**config.mk**
```make
export PLATFORM = sky130hd
export DESIGN_NAME = vscale_md_issue
export DESIGN_NICKNAME = d
export VERILOG_FILES = /design/src/rtl/vscale_md_pkg.sv /design/src/rtl/vscale_md_decode.sv /design/src/rtl/vscale_md_issue.sv
export SDC_FILE = /design/constraint.sdc
export NUM_CORES = 1
export LEC_CHECK = 0
export CELL_PAD_IN_SITES_DETAIL_PLACEMENT = 0
export CELL_PAD_IN_SITES_GLOBAL_PLACEMENT = 1
export CORE_UTILIZATION = 32
export DETAILED_ROUTE_END_ITERATION = 10
export GPL_TIMING_DRIVEN = 0
export PLACE_DENSITY = 0.95
export SYNTH_ARGS = -nofsm -noshare
export SYNTH_HDL_FRONTEND = slang
export SYNTH_SLANG_ARGS = --single-unit
```
**constraint.sdc**
```tcl
create_clock -name clk_i -period 3.04 [get_ports clk_i]
set_input_delay 0.608 -clock clk_i [delete_from_list [all_inputs] [get_ports clk_i]]
set_output_delay 0.608 -clock clk_i [all_outputs]
set_load 0.005 [all_outputs]
```
**src/rtl/vscale_md_pkg.sv**
```systemverilog
// Shared multiply/divide encodings for the vscale M-extension issue logic and the unit it drives.
package vscale_md_pkg;

  localparam int XPR_LEN = 32;

  localparam int MD_OP_WIDTH = 2;
  localparam logic [MD_OP_WIDTH-1:0] MD_OP_MUL = 2'd0;
  localparam logic [MD_OP_WIDTH-1:0] MD_OP_DIV = 2'd1;
  localparam logic [MD_OP_WIDTH-1:0] MD_OP_REM = 2'd2;

  localparam int MD_OUT_SEL_WIDTH = 2;
  localparam logic [MD_OUT_SEL_WIDTH-1:0] MD_OUT_LO  = 2'd0;
  localparam logic [MD_OUT_SEL_WIDTH-1:0] MD_OUT_HI  = 2'd1;
  localparam logic [MD_OUT_SEL_WIDTH-1:0] MD_OUT_REM = 2'd2;

  localparam logic [2:0] MD_FUNCT3_MUL    = 3'b000;
  localparam logic [2:0] MD_FUNCT3_MULH   = 3'b001;
  localparam logic [2:0] MD_FUNCT3_MULHSU = 3'b010;
  localparam logic [2:0] MD_FUNCT3_MULHU  = 3'b011;
  localparam logic [2:0] MD_FUNCT3_DIV    = 3'b100;
  localparam logic [2:0] MD_FUNCT3_DIVU   = 3'b101;
  localparam logic [2:0] MD_FUNCT3_REM    = 3'b110;
  localparam logic [2:0] MD_FUNCT3_REMU   = 3'b111;

  // Most negative XPR value: the dividend that overflows signed division by -1.
  localparam logic [XPR_LEN-1:0] XPR_MIN = {1'b1, {(XPR_LEN-1){1'b0}}};

  typedef enum logic [1:0] {
    MD_IDLE,
    MD_ISSUE,
    MD_WAIT,
    MD_WB
  } md_state_e;

  typedef struct packed {
    logic [MD_OP_WIDTH-1:0]      op;
    logic [MD_OUT_SEL_WIDTH-1:0] out_sel;
    logic                        in_1_signed;
    logic                        in_2_signed;
  } md_ctrl_t;

  function automatic logic md_is_div_rem(input logic [MD_OP_WIDTH-1:0] op);
    return (op == MD_OP_DIV) || (op == MD_OP_REM);
  endfunction

endpackage

```
**src/rtl/vscale_md_decode.sv**
```systemverilog
// Combinational RV32M funct3 decode into the multiply/divide unit's control encoding.
module vscale_md_decode
  import vscale_md_pkg::*;
(
  input  logic [2:0] funct3_i,
  output md_ctrl_t   ctrl_o
);

  always_comb begin
    ctrl_o = '{op: MD_OP_MUL, out_sel: MD_OUT_LO, in_1_signed: 1'b0, in_2_signed: 1'b0};
    case (funct3_i)
      MD_FUNCT3_MUL:    ctrl_o = '{op: MD_OP_MUL, out_sel: MD_OUT_LO,  in_1_signed: 1'b0, in_2_signed: 1'b0};
      MD_FUNCT3_MULH:   ctrl_o = '{op: MD_OP_MUL, out_sel: MD_OUT_HI,  in_1_signed: 1'b1, in_2_signed: 1'b1};
      MD_FUNCT3_MULHSU: ctrl_o = '{op: MD_OP_MUL, out_sel: MD_OUT_HI,  in_1_signed: 1'b1, in_2_signed: 1'b0};
      MD_FUNCT3_MULHU:  ctrl_o = '{op: MD_OP_MUL, out_sel: MD_OUT_HI,  in_1_signed: 1'b0, in_2_signed: 1'b0};
      MD_FUNCT3_DIV:    ctrl_o = '{op: MD_OP_DIV, out_sel: MD_OUT_LO,  in_1_signed: 1'b1, in_2_signed: 1'b1};
      MD_FUNCT3_DIVU:   ctrl_o = '{op: MD_OP_DIV, out_sel: MD_OUT_LO,  in_1_signed: 1'b0, in_2_signed: 1'b0};
      MD_FUNCT3_REM:    ctrl_o = '{op: MD_OP_REM, out_sel: MD_OUT_REM, in_1_signed: 1'b1, in_2_signed: 1'b1};
      MD_FUNCT3_REMU:   ctrl_o = '{op: MD_OP_REM, out_sel: MD_OUT_REM, in_1_signed: 1'b0, in_2_signed: 1'b0};
      default:          ctrl_o = '{op: MD_OP_MUL, out_sel: MD_OUT_LO,  in_1_signed: 1'b0, in_2_signed: 1'b0};
    endcase
  end

endmodule

```
**src/rtl/vscale_md_issue.sv**
```systemverilog
// Pipeline-side initiator for the multiply/divide unit: decode, request handshake, result hold
// until writeback, local resolution of divide-by-zero/overflow, and kill handling.
module vscale_md_issue
  import vscale_md_pkg::*;
(
  input  logic                        clk_i,
  input  logic                        reset_n_i,

  input  logic                        cmd_valid_i,
  output logic                        cmd_ready_o,
  input  logic [2:0]                  cmd_funct3_i,
  input  logic [XPR_LEN-1:0]          cmd_rs1_i,
  input  logic [XPR_LEN-1:0]          cmd_rs2_i,
  input  logic [4:0]                  cmd_rd_i,
  input  logic                        kill_i,

  output logic                        req_valid_o,
  input  logic                        req_ready_i,
  output logic                        req_in_1_signed_o,
  output logic                        req_in_2_signed_o,
  output logic [MD_OP_WIDTH-1:0]      req_op_o,
  output logic [MD_OUT_SEL_WIDTH-1:0] req_out_sel_o,
  output logic [XPR_LEN-1:0]          req_in_1_o,
  output logic [XPR_LEN-1:0]          req_in_2_o,

  input  logic                        resp_valid_i,
  input  logic [XPR_LEN-1:0]          resp_result_i,

  output logic                        wb_valid_o,
  input  logic                        wb_ready_i,
  output logic [XPR_LEN-1:0]          wb_data_o,
  output logic [4:0]                  wb_rd_o
);

  md_state_e            state_q, state_d;
  logic                 killed_q, killed_d;
  md_ctrl_t             ctrl_q, ctrl_d;
  logic [XPR_LEN-1:0]   in_1_q, in_1_d;
  logic [XPR_LEN-1:0]   in_2_q, in_2_d;
  logic [4:0]           rd_q, rd_d;
  logic [XPR_LEN-1:0]   result_q, result_d;

  md_ctrl_t             cmd_ctrl;
  logic                 cmd_fire;
  logic                 div_by_zero;
  logic                 div_overflow;
  logic [XPR_LEN-1:0]   special_result;

  vscale_md_decode u_decode (
    .funct3_i (cmd_funct3_i),
    .ctrl_o   (cmd_ctrl)
  );

  assign cmd_fire = cmd_valid_i && cmd_ready_o && !kill_i;

  // Cases the unit is never asked to handle; their RISC-V results are fixed constants or rs1.
  assign div_by_zero  = md_is_div_rem(cmd_ctrl.op) && (cmd_rs2_i == '0);
  assign div_overflow = md_is_div_rem(cmd_ctrl.op) && cmd_ctrl.in_1_signed &&
                        (cmd_rs1_i == XPR_MIN) && (cmd_rs2_i == '1);

  always_comb begin
    special_result = '0;
    if (div_by_zero) begin
      special_result = (cmd_ctrl.op == MD_OP_REM) ? cmd_rs1_i : '1;
    end else if (div_overflow) begin
      special_result = (cmd_ctrl.op == MD_OP_REM) ? '0 : XPR_MIN;
    end
  end

  always_comb begin
    state_d  = state_q;
    killed_d = killed_q;
    ctrl_d   = ctrl_q;
    in_1_d   = in_1_q;
    in_2_d   = in_2_q;
    rd_d     = rd_q;
    result_d = result_q;
    case (state_q)
      MD_IDLE: begin
        if (cmd_fire) begin
          ctrl_d   = cmd_ctrl;
          in_1_d   = cmd_rs1_i;
          in_2_d   = cmd_rs2_i;
          rd_d     = cmd_rd_i;
          killed_d = 1'b0;
          if (div_by_zero || div_overflow) begin
            result_d = special_result;
            state_d  = MD_WB;
          end else begin
            state_d  = MD_ISSUE;
          end
        end
      end
      MD_ISSUE: begin
        if (kill_i) begin
          state_d = MD_IDLE;
        end else if (req_ready_i) begin
          state_d = MD_WAIT;
        end
      end
      // The unit cannot be aborted, so a kill here only marks the eventual response for discard.
      MD_WAIT: begin
        if (resp_valid_i) begin
          if (killed_q || kill_i) begin
            killed_d = 1'b0;
            state_d  = MD_IDLE;
          end else begin
            result_d = resp_result_i;
            state_d  = MD_WB;
          end
        end else if (kill_i) begin
          killed_d = 1'b1;
        end
      end
      MD_WB: begin
        if (kill_i || wb_ready_i) begin
          state_d = MD_IDLE;
        end
      end
      default: state_d = MD_IDLE;
    endcase
  end

  always_ff @(posedge clk_i or negedge reset_n_i) begin
    if (!reset_n_i) begin
      state_q  <= MD_IDLE;
      killed_q <= 1'b0;
      ctrl_q   <= '0;
      in_1_q   <= '0;
      in_2_q   <= '0;
      rd_q     <= '0;
      result_q <= '0;
    end else begin
      state_q  <= state_d;
      killed_q <= killed_d;
      ctrl_q   <= ctrl_d;
      in_1_q   <= in_1_d;
      in_2_q   <= in_2_d;
      rd_q     <= rd_d;
      result_q <= result_d;
    end
  end

  // A kill arriving in ISSUE suppresses req_valid that same cycle so the unit never starts.
  assign cmd_ready_o       = (state_q == MD_IDLE);
  assign req_valid_o       = (state_q == MD_ISSUE) && !kill_i;
  assign req_op_o          = ctrl_q.op;
  assign req_out_sel_o     = ctrl_q.out_sel;
  assign req_in_1_signed_o = ctrl_q.in_1_signed;
  assign req_in_2_signed_o = ctrl_q.in_2_signed;
  assign req_in_1_o        = in_1_q;
  assign req_in_2_o        = in_2_q;
  assign wb_valid_o        = (state_q == MD_WB);
  assign wb_data_o         = result_q;
  assign wb_rd_o           = rd_q;

endmodule

```
; ---- After elaboration in Yosys (flattened, before gate mapping)
; Memories as Yosys holds them, arrays and structs flattened.
; Cells that the tools add are included.
[word_totals]
reg_bits = 110
rom_bits = 48
inputBits = 111
output_inout_bits = 110
word_cells = 67
mem_count = 1
[memory_table]
columns = memory, depth, word_bits, read_ports, rd_clocked_by_memory_dff, write_ports, line_no
row1 = (no name shown), 8, 6, 1, 0, 0, vscale_md_decode.sv:11  ; case (funct3_i)
[classes]
n_eq_ne = 15
muxes = 22
n_reduce_logical = 19
[op_table]
columns = operator, n
row1 = 32-bit two-way mux, 8
row2 = 32-bit == test (second input constant), 2
row3 = 32-bit case mux with 2 select lines, 1
row4 = 32-bit zero test, 1
row5 = 2-bit two-way mux, 7
row6 = 3-bit inequality test (second input constant), 3
row7 = 2-bit case mux with 4 select lines, 1
row8 = 4-bit AND reduction, 2
row9 = 1-bit logical AND, 7
row10 = 2-bit == test (second input constant), 3
row11 = 2-bit by 1-bit inequality test with 1-bit output (second input constant), 3
row12 = 5-bit AND reduction, 1
row13 = 2-bit by 1-bit == test with 1-bit output (second input constant), 2
row14 = 1-bit logical OR, 4
row15 = 1-bit two-way mux, 4
row16 = 2-bit inequality test (second input constant), 2
row17 = 2-bit zero test, 1
row18 = 1-bit case mux with 2 select lines, 1
row19 = 2-bit AND reduction, 1
row20 = 2-bit nonzero test, 1
row21 = 1-bit zero test, 1

; ---- Longest topological paths before layout
; Gate-level depths: netlist of the first run.
; An unclocked memory read counts as a cell.
[logic_depth]
depth_word = 11
mapped_depth = 9
depth_no_buf = 6

; ---- Hierarchy
; A second synthesis of the first run with hierarchy kept.
[hier_totals]
cells_unflattened = 417
area_unflattened_um2 = 5290.1
[by_module_without_submodules]
columns = mod, instances, cells_per_inst, area_each_um2, seq_area_each_um2
row1 = vscale_md_issue, 1, 406, 5210.0, 2752.6
row2 = vscale_md_decode, 1, 11, 80.1, 0.0

; ---- Worst setup path before layout of the first run
; No wires, ideal clock.
[synth_timing]
path_type = input to register
start = input cmd_rs1_i[3]
end = register result_q[10], in the netlist wb_data_o[10]
t_arrival_ns = 2.292
setup_slack_ns = 0.620
path_stages = 7
n_path_buf = 1
cell_sequence = or4b_1 > nor4_1 > nand4_1 > nor3_2 > a21oi_2 > buf_6 > mux2_1
[synth_between]
elab_chain_cells = 8
word_cells_on_any_way = 11
cone_classes = eq/ne (2) / mux (5) / reduce/logical (4)
[synth_rtl]
columns = item, line_no
row1 = from (decl), vscale_md_issue.sv:12  ; input logic [XPR_LEN-1:0] cmd_rs1_i,
row2 = 32-bit == test *, vscale_md_issue.sv:59  ; (cmd_rs1_i == XPR_MIN) && (cmd_rs2_i == '1);
row3 = 1-bit logical AND *, vscale_md_issue.sv:58  ; assign div_overflow = md_is_div_rem(cmd_ctrl.op) && cmd_ctrl.in_1_signed &&
row4 = 1-bit logical AND *, vscale_md_issue.sv:59
row5 = 32-bit two-way mux, vscale_md_issue.sv:65  ; end else if (div_overflow) begin
row6 = 32-bit two-way mux, vscale_md_issue.sv:63  ; if (div_by_zero) begin
row7 = 32-bit two-way mux, vscale_md_issue.sv:86  ; if (div_by_zero || div_overflow) begin
row8 = 32-bit two-way mux, vscale_md_issue.sv:80  ; if (cmd_fire) begin
row9 = 32-bit case mux with 2 select lines, vscale_md_issue.sv:78  ; case (state_q)
row10 = to (signal assigned), vscale_md_issue.sv:140  ; result_q <= result_d;
row11 = to (decl), vscale_md_issue.sv:41  ; logic [XPR_LEN-1:0] result_q, result_d;
; Every way passes the cells marked *; elsewhere a longest branch is shown, timed or not. The select of a mux whose other input is x is not followed.
; A chain may end at the register's enable or synchronous reset.

; ---- Final worst setup path of the first run
[layout_timing]
start = input cmd_rs1_i[3]
end = register result_q[14], in the netlist wb_data_o[14]
; Same word-level chain as after synthesis.

==> metrics.md, run 1 <==
| Metric | Value |
|---|---|
| Outcome | finished clean |
| Diodes inserted | 0 |
| R2r setup slk | 0.63 ns |
| Post-DR wirelength/cell | 17.3 um |
| Syn Area/Cell | 8.87 um^2 |
| RSZ-0062 raised after global routing | false |
| Final hold vios | 0 |
| Yosys warns | 0 |
| I/O pin total | 221 |
| PortBufs | 220 |
| Root Buffer | clkbuf_16 |
| Nets | 905 |
| P per Cell Area | 550 nW/um^2 |
| Post-DRT Antenna Nets | 0 |
| Post-Syn Area | 4970 um^2 |
| Die W | 127 um |
| Hold WS | 0.207 ns |
| Post-CTS Hold Buffers | 0 |
| CP startpoint | cmd_rs1_i[3] |
| Slew Limit Fails | 0 |
| Placer Congestion | 0.864 |
| Die area | 16000 um^2 |
| CTS tree | done |
| GRT Max-Usage Layer | met2 |
| Endpoints failing setup | 0 |
| Via/cell ratio | 4.88 |
| Crit Path Max Fanout | 10 |
| Fraction of registers with async set/reset | 1.00 |
| Seq cells post-synth | 109 |
| Detailed Place HPWL | 12600 um |
| Worst Max-Slew Pin Slew | 0.791 ns |
| Vias in the first global route | 4800 |
| Global-route track usage on met3 | 0.0515 |
| Htree depth | 3 |
| P&R area growth vs syn | 56.2% |
| Tcrit/Tclk final | 0.952 |
| Vias | 4800 |
| FP Rows | 45 |
| Critical path cell sequence | clkdlybuf4s50_1 -> or4b_1 -> nor4_4 -> nand4_1 -> nor3_2 -> a21oi_2 -> buf_6 -> mux2_1 |
| CTS Buf Count | 9 |
| Pre-Repair DR Iteration Count | 4 |
| Grt ovf | 0 |
| Global-route wire length before repair | 26400 um |
| CP bufs+invs | 2 |
| DRC errors left | 0 |
| Worst min path class | in2async |
| Clock-pin slew on the worst setup and hold paths | 0.07 ns |
| Fmax | 345 MHz |
| Crit Reg-Reg Startpoint | state_q[0]$_DFFE_PN0P_ |
| Post-synth EDFFs | 0 |
| Worst Skew | 0.00674 ns |
| Worst path arrival time | 3.13 ns |
| Largest net degree at the start of global routing | 59 |
| Syn Nets | 673 |
| Most common cell after layout, fill and taps aside | nand2_1 |
| Register area share after synthesis | 0.549 |
| Met2 usage | 0.346 |
| Worst R2R End | req_in_2_o[7]$_DFFE_PN0P_ |
| Synth area leaders | dfrtp_1, nand2_1, o21ai_0 |
| Pleak | 3.53 nW |
| R2r worst-path depth | 9 |
| Drt initial violations | 282 |
| Yosys top cell by area | dfrtp_1 |
| Setup_tns | 0 ns |
| Routed Wire Length | 17000 um |
| Max stage delay on crit path | 0.62 ns |
| Most frequent cells in the layout | nand2_1, clkdlybuf4s50_1, dfrtp_1, o21ai_0, mux2_1 |
| Die H | 127 um |
| CP Class | in2reg |
| Later-pin clock latency in the skew report | 0.35 ns |
| Post-synth top flop | dfrtp_1 |
| Met1 GRT Util | 0.284 |
| CP endpoint kind | flip-flop |
| Max-Cap Viols | 0 |
| Final min period | 2.90 ns |
| Max Buffers Root-to-Sink | 2 |
| VDD IR max | 0.268 mV |
| CP required | 3.27 ns |
| Post-synth top area share | 0.549 |
| Core area | 15100 um^2 |
| Synth Instances | 560 |
| Critical Path Slowest Stage Cell | or4b_1 |
| Clk sink count | 109 |
| Distinct cells, synth | 38 |
| Cell family with most CP delay | simple AND/OR/NAND/NOR gates |
| Initial Util | 0.328 |
| Layout cells sized above 1 | 0.0402 |
| All-Layer GR Usage | 0.215 |
| Initial antenna violation count | 0 |
| Worst slew margin | 0.468 |
| CP Launch Type | primary input |
[flip-flops by register name, summed over array words and instances (netlist names)]
name,count
killed_q,1
req_in_2_signed_o,1
req_in_1_o,32
req_out_sel_o,1
req_op_o,2
state_q,2
req_in_2_o,32
wb_rd_o,5
wb_data_o,32
req_in_1_signed_o,1
[metal layers]
metal | wire (um) | part of all wire
met1 | 7660 | 0.45
met2 | 7990 | 0.47
met3 | 1110 | 0.065
met4 | 252 | 0.015
met5 | 0 | 0
[stage by stage]
stage / worst slack, ns / total power [mW] / area (um^2) / util / cells
detailed placement: -0.583 / 3.09 / 7430 / 0.491 / 969
CTS: 0.108 / 4.32 / 7750 / 0.512 / 984
global route: 0.0698 / 4.49 / 7760 / 0.512 / 984
global placement: -3.07 / 3.07 / 7400 / 0.489 / 968
finish: 0.144 / 4.27 / 7760 / 0.512 / 984
floorplan: 0.620 / 2.21 / 4970 / - / 560
[cells in the mapped netlist, drive strengths merged (2+ instances only)]
cell type / n
buf: 7
nor4: 14
mux2: 32
nor3: 4
a21oi: 5
o31ai: 3
nand4b: 3
nor4b: 2
nand2b: 2
inv: 5
nand4: 9
clkbuf: 28
nand2: 248
ha: 2
dfrtp: 109
o21ai: 67
nor2b: 2
nor2: 6
[power by group]
part / total, mW / internal [mW] / leakage [nW] / switching, mW
sequential: 1.85 / 1.71 / 1.40 / 0.142
combinational: 1.21 / 0.714 / 1.99 / 0.493
clock: 1.21 / 0.661 / 0.145 / 0.548
[cells by family (layout without fill, tap and decap cells)]
kind of cell             count (synthesis)  after routing  share of synthesized area
AND/OR/NAND/NOR                        296            296                      0.248
flip-flops                             109            109                      0.549
AO/OA/AOI/OAI                           80             80                     0.0859
buffers and inverters                   40            276                     0.0360
multiplexers                            33             33                     0.0753
adder cells (fa/ha/maj)                  2              2                    0.00504
[worst max path at each step]
stage	slack [ns]	end	cells past startpoint
floorplan	0.62	wb_data_o[10]$_DFFE_PN0P_	7
global route	0.07	wb_data_o[12]$_DFFE_PN0P_	8
detailed placement	-0.58	wb_data_o[14]$_DFFE_PN0P_	8
finish	0.14	wb_data_o[14]$_DFFE_PN0P_	8
global placement	-3.07	wb_rd_o[1]$_DFFE_PN0P_	1
CTS	0.11	wb_data_o[2]$_DFFE_PN0P_	8
[final cells by class]
class                      count  area [um^2]
fill                        1442         7390
tap                          188          235
timing repair buffer         221         2230
inverter                       5         18.8
multi-input combinational    411         2090
buffer                        35          160
clock inverter                 5         60.1
clock buffer                  10          239
sequential                   109         2730
[timing repair]
item                                    in CTS  in global routing
gates resized for setup                      4                  1
buffers inserted                             0                  0
gates cloned                                 0                  0
endpoints found under the setup margin      32                  4
pin swaps                                    2                  0
(Power assumes the default switching activity.)
==> run 2, diff against run 1 <==
--- a/config.mk
+++ b/config.mk
@@ -7,10 +7,10 @@
 export LEC_CHECK = 0
 export CELL_PAD_IN_SITES_DETAIL_PLACEMENT = 0
 export CELL_PAD_IN_SITES_GLOBAL_PLACEMENT = 1
-export CORE_UTILIZATION = 32
+export CORE_UTILIZATION = 27
 export DETAILED_ROUTE_END_ITERATION = 10
 export GPL_TIMING_DRIVEN = 0
-export PLACE_DENSITY = 0.95
+export PLACE_DENSITY = 0.86
 export SYNTH_ARGS = -nofsm -noshare
 export SYNTH_HDL_FRONTEND = slang
 export SYNTH_SLANG_ARGS = --single-unit
==> constraint.sdc (replaced) <==
create_clock -name clk_i -period 2.37 [get_ports clk_i]
set_input_delay 0.474 -clock clk_i [delete_from_list [all_inputs] [get_ports clk_i]]
set_output_delay 0.474 -clock clk_i [all_outputs]
set_load 0.005 [all_outputs]
==> metrics.md, run 2 (synthesized netlist as in run 1, its figures left out) <==
| Metric | Value |
|---|---|
| Die W | 138 um |
| Die H | 138 um |
| CTS Buf Count | 9 |
| Pleak | 3.74 nW |
| Final hold vios | 0 |
| Endpoints failing setup | 9 |
| Diodes inserted | 0 |
| Placed instance area | 7480 um^2 |
| Hold WS | 0.0810 ns |
| Worst slew margin | 0.620 |
| CP endpoint kind | flip-flop |
| CP Class | in2reg |
| Via/cell ratio | 4.69 |
| All-Layer GR Usage | 0.193 |
| Crit Reg-Reg Startpoint | state_q[0]$_DFFE_PN0P_ |
| I/O pin total | 221 |
| Nets | 913 |
| Global-route wire length before repair | 27000 um |
| Later-pin clock latency in the skew report | 0.35 ns |
| Critical path cell sequence | clkdlybuf4s50_1 -> nor4_4 -> nand4_1 -> nor3_2 -> a21oi_4 -> buf_12 -> clkbuf_16 -> mux2_1 |
| Total power | 5.79 mW |
| Core area | 18000 um^2 |
| Die area | 18900 um^2 |
| Worst min path class | in2async |
| P per Cell Area | 717 nW/um^2 |
| Tcrit/Tclk final | 1.01 |
| Vias in the first global route | 4713 |
| Number of fill cells | 1792 |
| Max Buffers Root-to-Sink | 2 |
| Worst path arrival time | 2.62 ns |
| Final core occ | 0.448 |
| Slew Limit Fails | 0 |
| Violated checks | setup timing |
| R2r setup slk | 0.19 ns |
| R2r worst-path depth | 8 |
| Pre-Repair DR Iteration Count | 4 |
| Initial Util | 0.276 |
| FP Rows | 49 |
| Layout cells sized above 1 | 0.0807 |
| CP required | 2.61 ns |
| Initial antenna violation count | 0 |
| Routed Wire Length | 17900 um |
| Clk sink count | 109 |
| Most frequent cells in the layout | nand2_1, clkdlybuf4s50_1, dfrtp_1, o21ai_0, mux2_1 |
| DRC errors left | 0 |
| Crit Path Max Fanout | 5 |
| Post-DRT Antenna Nets | 0 |
| Worst Skew | 0.00741 ns |
| Htree depth | 3 |
| CTS tree | done |
| Max stage delay on crit path | 0.51 ns |
| VDD IR max | 0.386 mV |
| Placer Congestion | 0.814 |
| Largest net degree at the start of global routing | 57 |
| Root Buffer | clkbuf_16 |
| Final min period | 2.38 ns |
| Final WS setup | -0.0141 ns |
| Clock-pin slew on the worst setup and hold paths | 0.08 ns |
| PortBufs | 220 |
| Max-Cap Viols | 0 |
| CP Launch Type | primary input |
| Drt initial violations | 231 |
| Vias | 4846 |
| Worst R2R End | wb_data_o[19]$_DFFE_PN0P_ |
| Placement Setup Slack | -1.15 ns |
| Post-CTS Hold Buffers | 0 |
| Most common cell after layout, fill and taps aside | nand2_1 |
| Detailed Place HPWL | 13100 um |
| Final Cell Area | 8070 um^2 |
| Outcome | finished with violations |
| Critical Path Slowest Stage Cell | clkdlybuf4s50_1 |
| P&R area growth vs syn | 62.6% |
| Grt ovf | 0 |
| Post-DR wirelength/cell | 17.3 um |
| Worst Max-Slew Pin Slew | 0.571 ns |
| Fmax | 419 MHz |
## run 2: cell count changes in the layout (fill, tap and decap cells not counted), moves of 3 or more
cell / change
clkbuf_1: -7
dlygate4sd2_1: +27
buf_4: +5
clkdlybuf4s50_1: -33
clkdlybuf4s15_2: +3
nor4_2: +6
clkbuf_2: +6
bufinv_16: +3
nor4_1: -7
## run 2: layer usage
metal	global-route usage	share of wire	up-vias
met5	0	0	-
met4	0.0653	0.015	0
met3	0.0445	0.069	17
met2	0.304	0.47	147
met1	0.259	0.45	2346
li1	-	-	2336
## run 2: timing repair
action	4_1_cts	5_1_grt
buffers inserted	3	3
endpoints found under the setup margin	43	43
pin swaps	5	3
resized for setup	64	15
gates cloned	2	1
## run 2: how the worst max path moves through the flow
stage	from	end	slack (ns)	cells after the start
finish	cmd_rs1_i[4]	wb_data_o[19]$_DFFE_PN0P_	-0.01	8
global placement	reset_n_i	wb_rd_o[2]$_DFFE_PN0P_	-3.73	1
detailed placement	cmd_rs2_i[30]	wb_data_o[9]$_DFFE_PN0P_	-1.15	8
global route	cmd_rs2_i[3]	wb_data_o[28]$_DFFE_PN0P_	-0.02	9
floorplan	cmd_rs1_i[3]	wb_data_o[10]$_DFFE_PN0P_	0.08	7
CTS	cmd_rs2_i[27]	wb_data_o[11]$_DFFE_PN0P_	0.0003	8
## run 2: layout make-up
class | count | area (um^2) | share of cell area
buffer | 34 | 173 | 0.0214
clock buffer | 9 | 225 | 0.0279
clock inverter | 7 | 138 | 0.0170
inverter | 5 | 18.8 | 0.00232
multi-input combinational | 411 | 2180 | 0.271
sequential | 109 | 2730 | 0.338
tap | 229 | 287 | 0.0355
timing repair buffer | 230 | 2320 | 0.287
## run 2: power breakdown
group | switching, mW | total [mW] | internal [mW] | leakage (nW)
clock network | 0.722 | 1.86 | 1.14 | 0.175
logic | 0.644 | 1.56 | 0.912 | 2.16
registers | 0.180 | 2.37 | 2.19 | 1.40
total | 1.55 | 5.79 | 4.24 | 3.74
## run 2: stage by stage
step                      TNS [ns]  instances
after global placement     -451.72       1009
after CTS                        0       1030
after global routing        -0.155       1034
after floorplan                  0        560
final                      -0.0737       1034
after detailed placement    -45.33       1010
## run 2: critical path, delay by kind of cell
family,cells,cell delay (ns)
compound gates,1,0.10
mux,1,0.30
simple gates,3,0.91
buf+inv,3,0.82
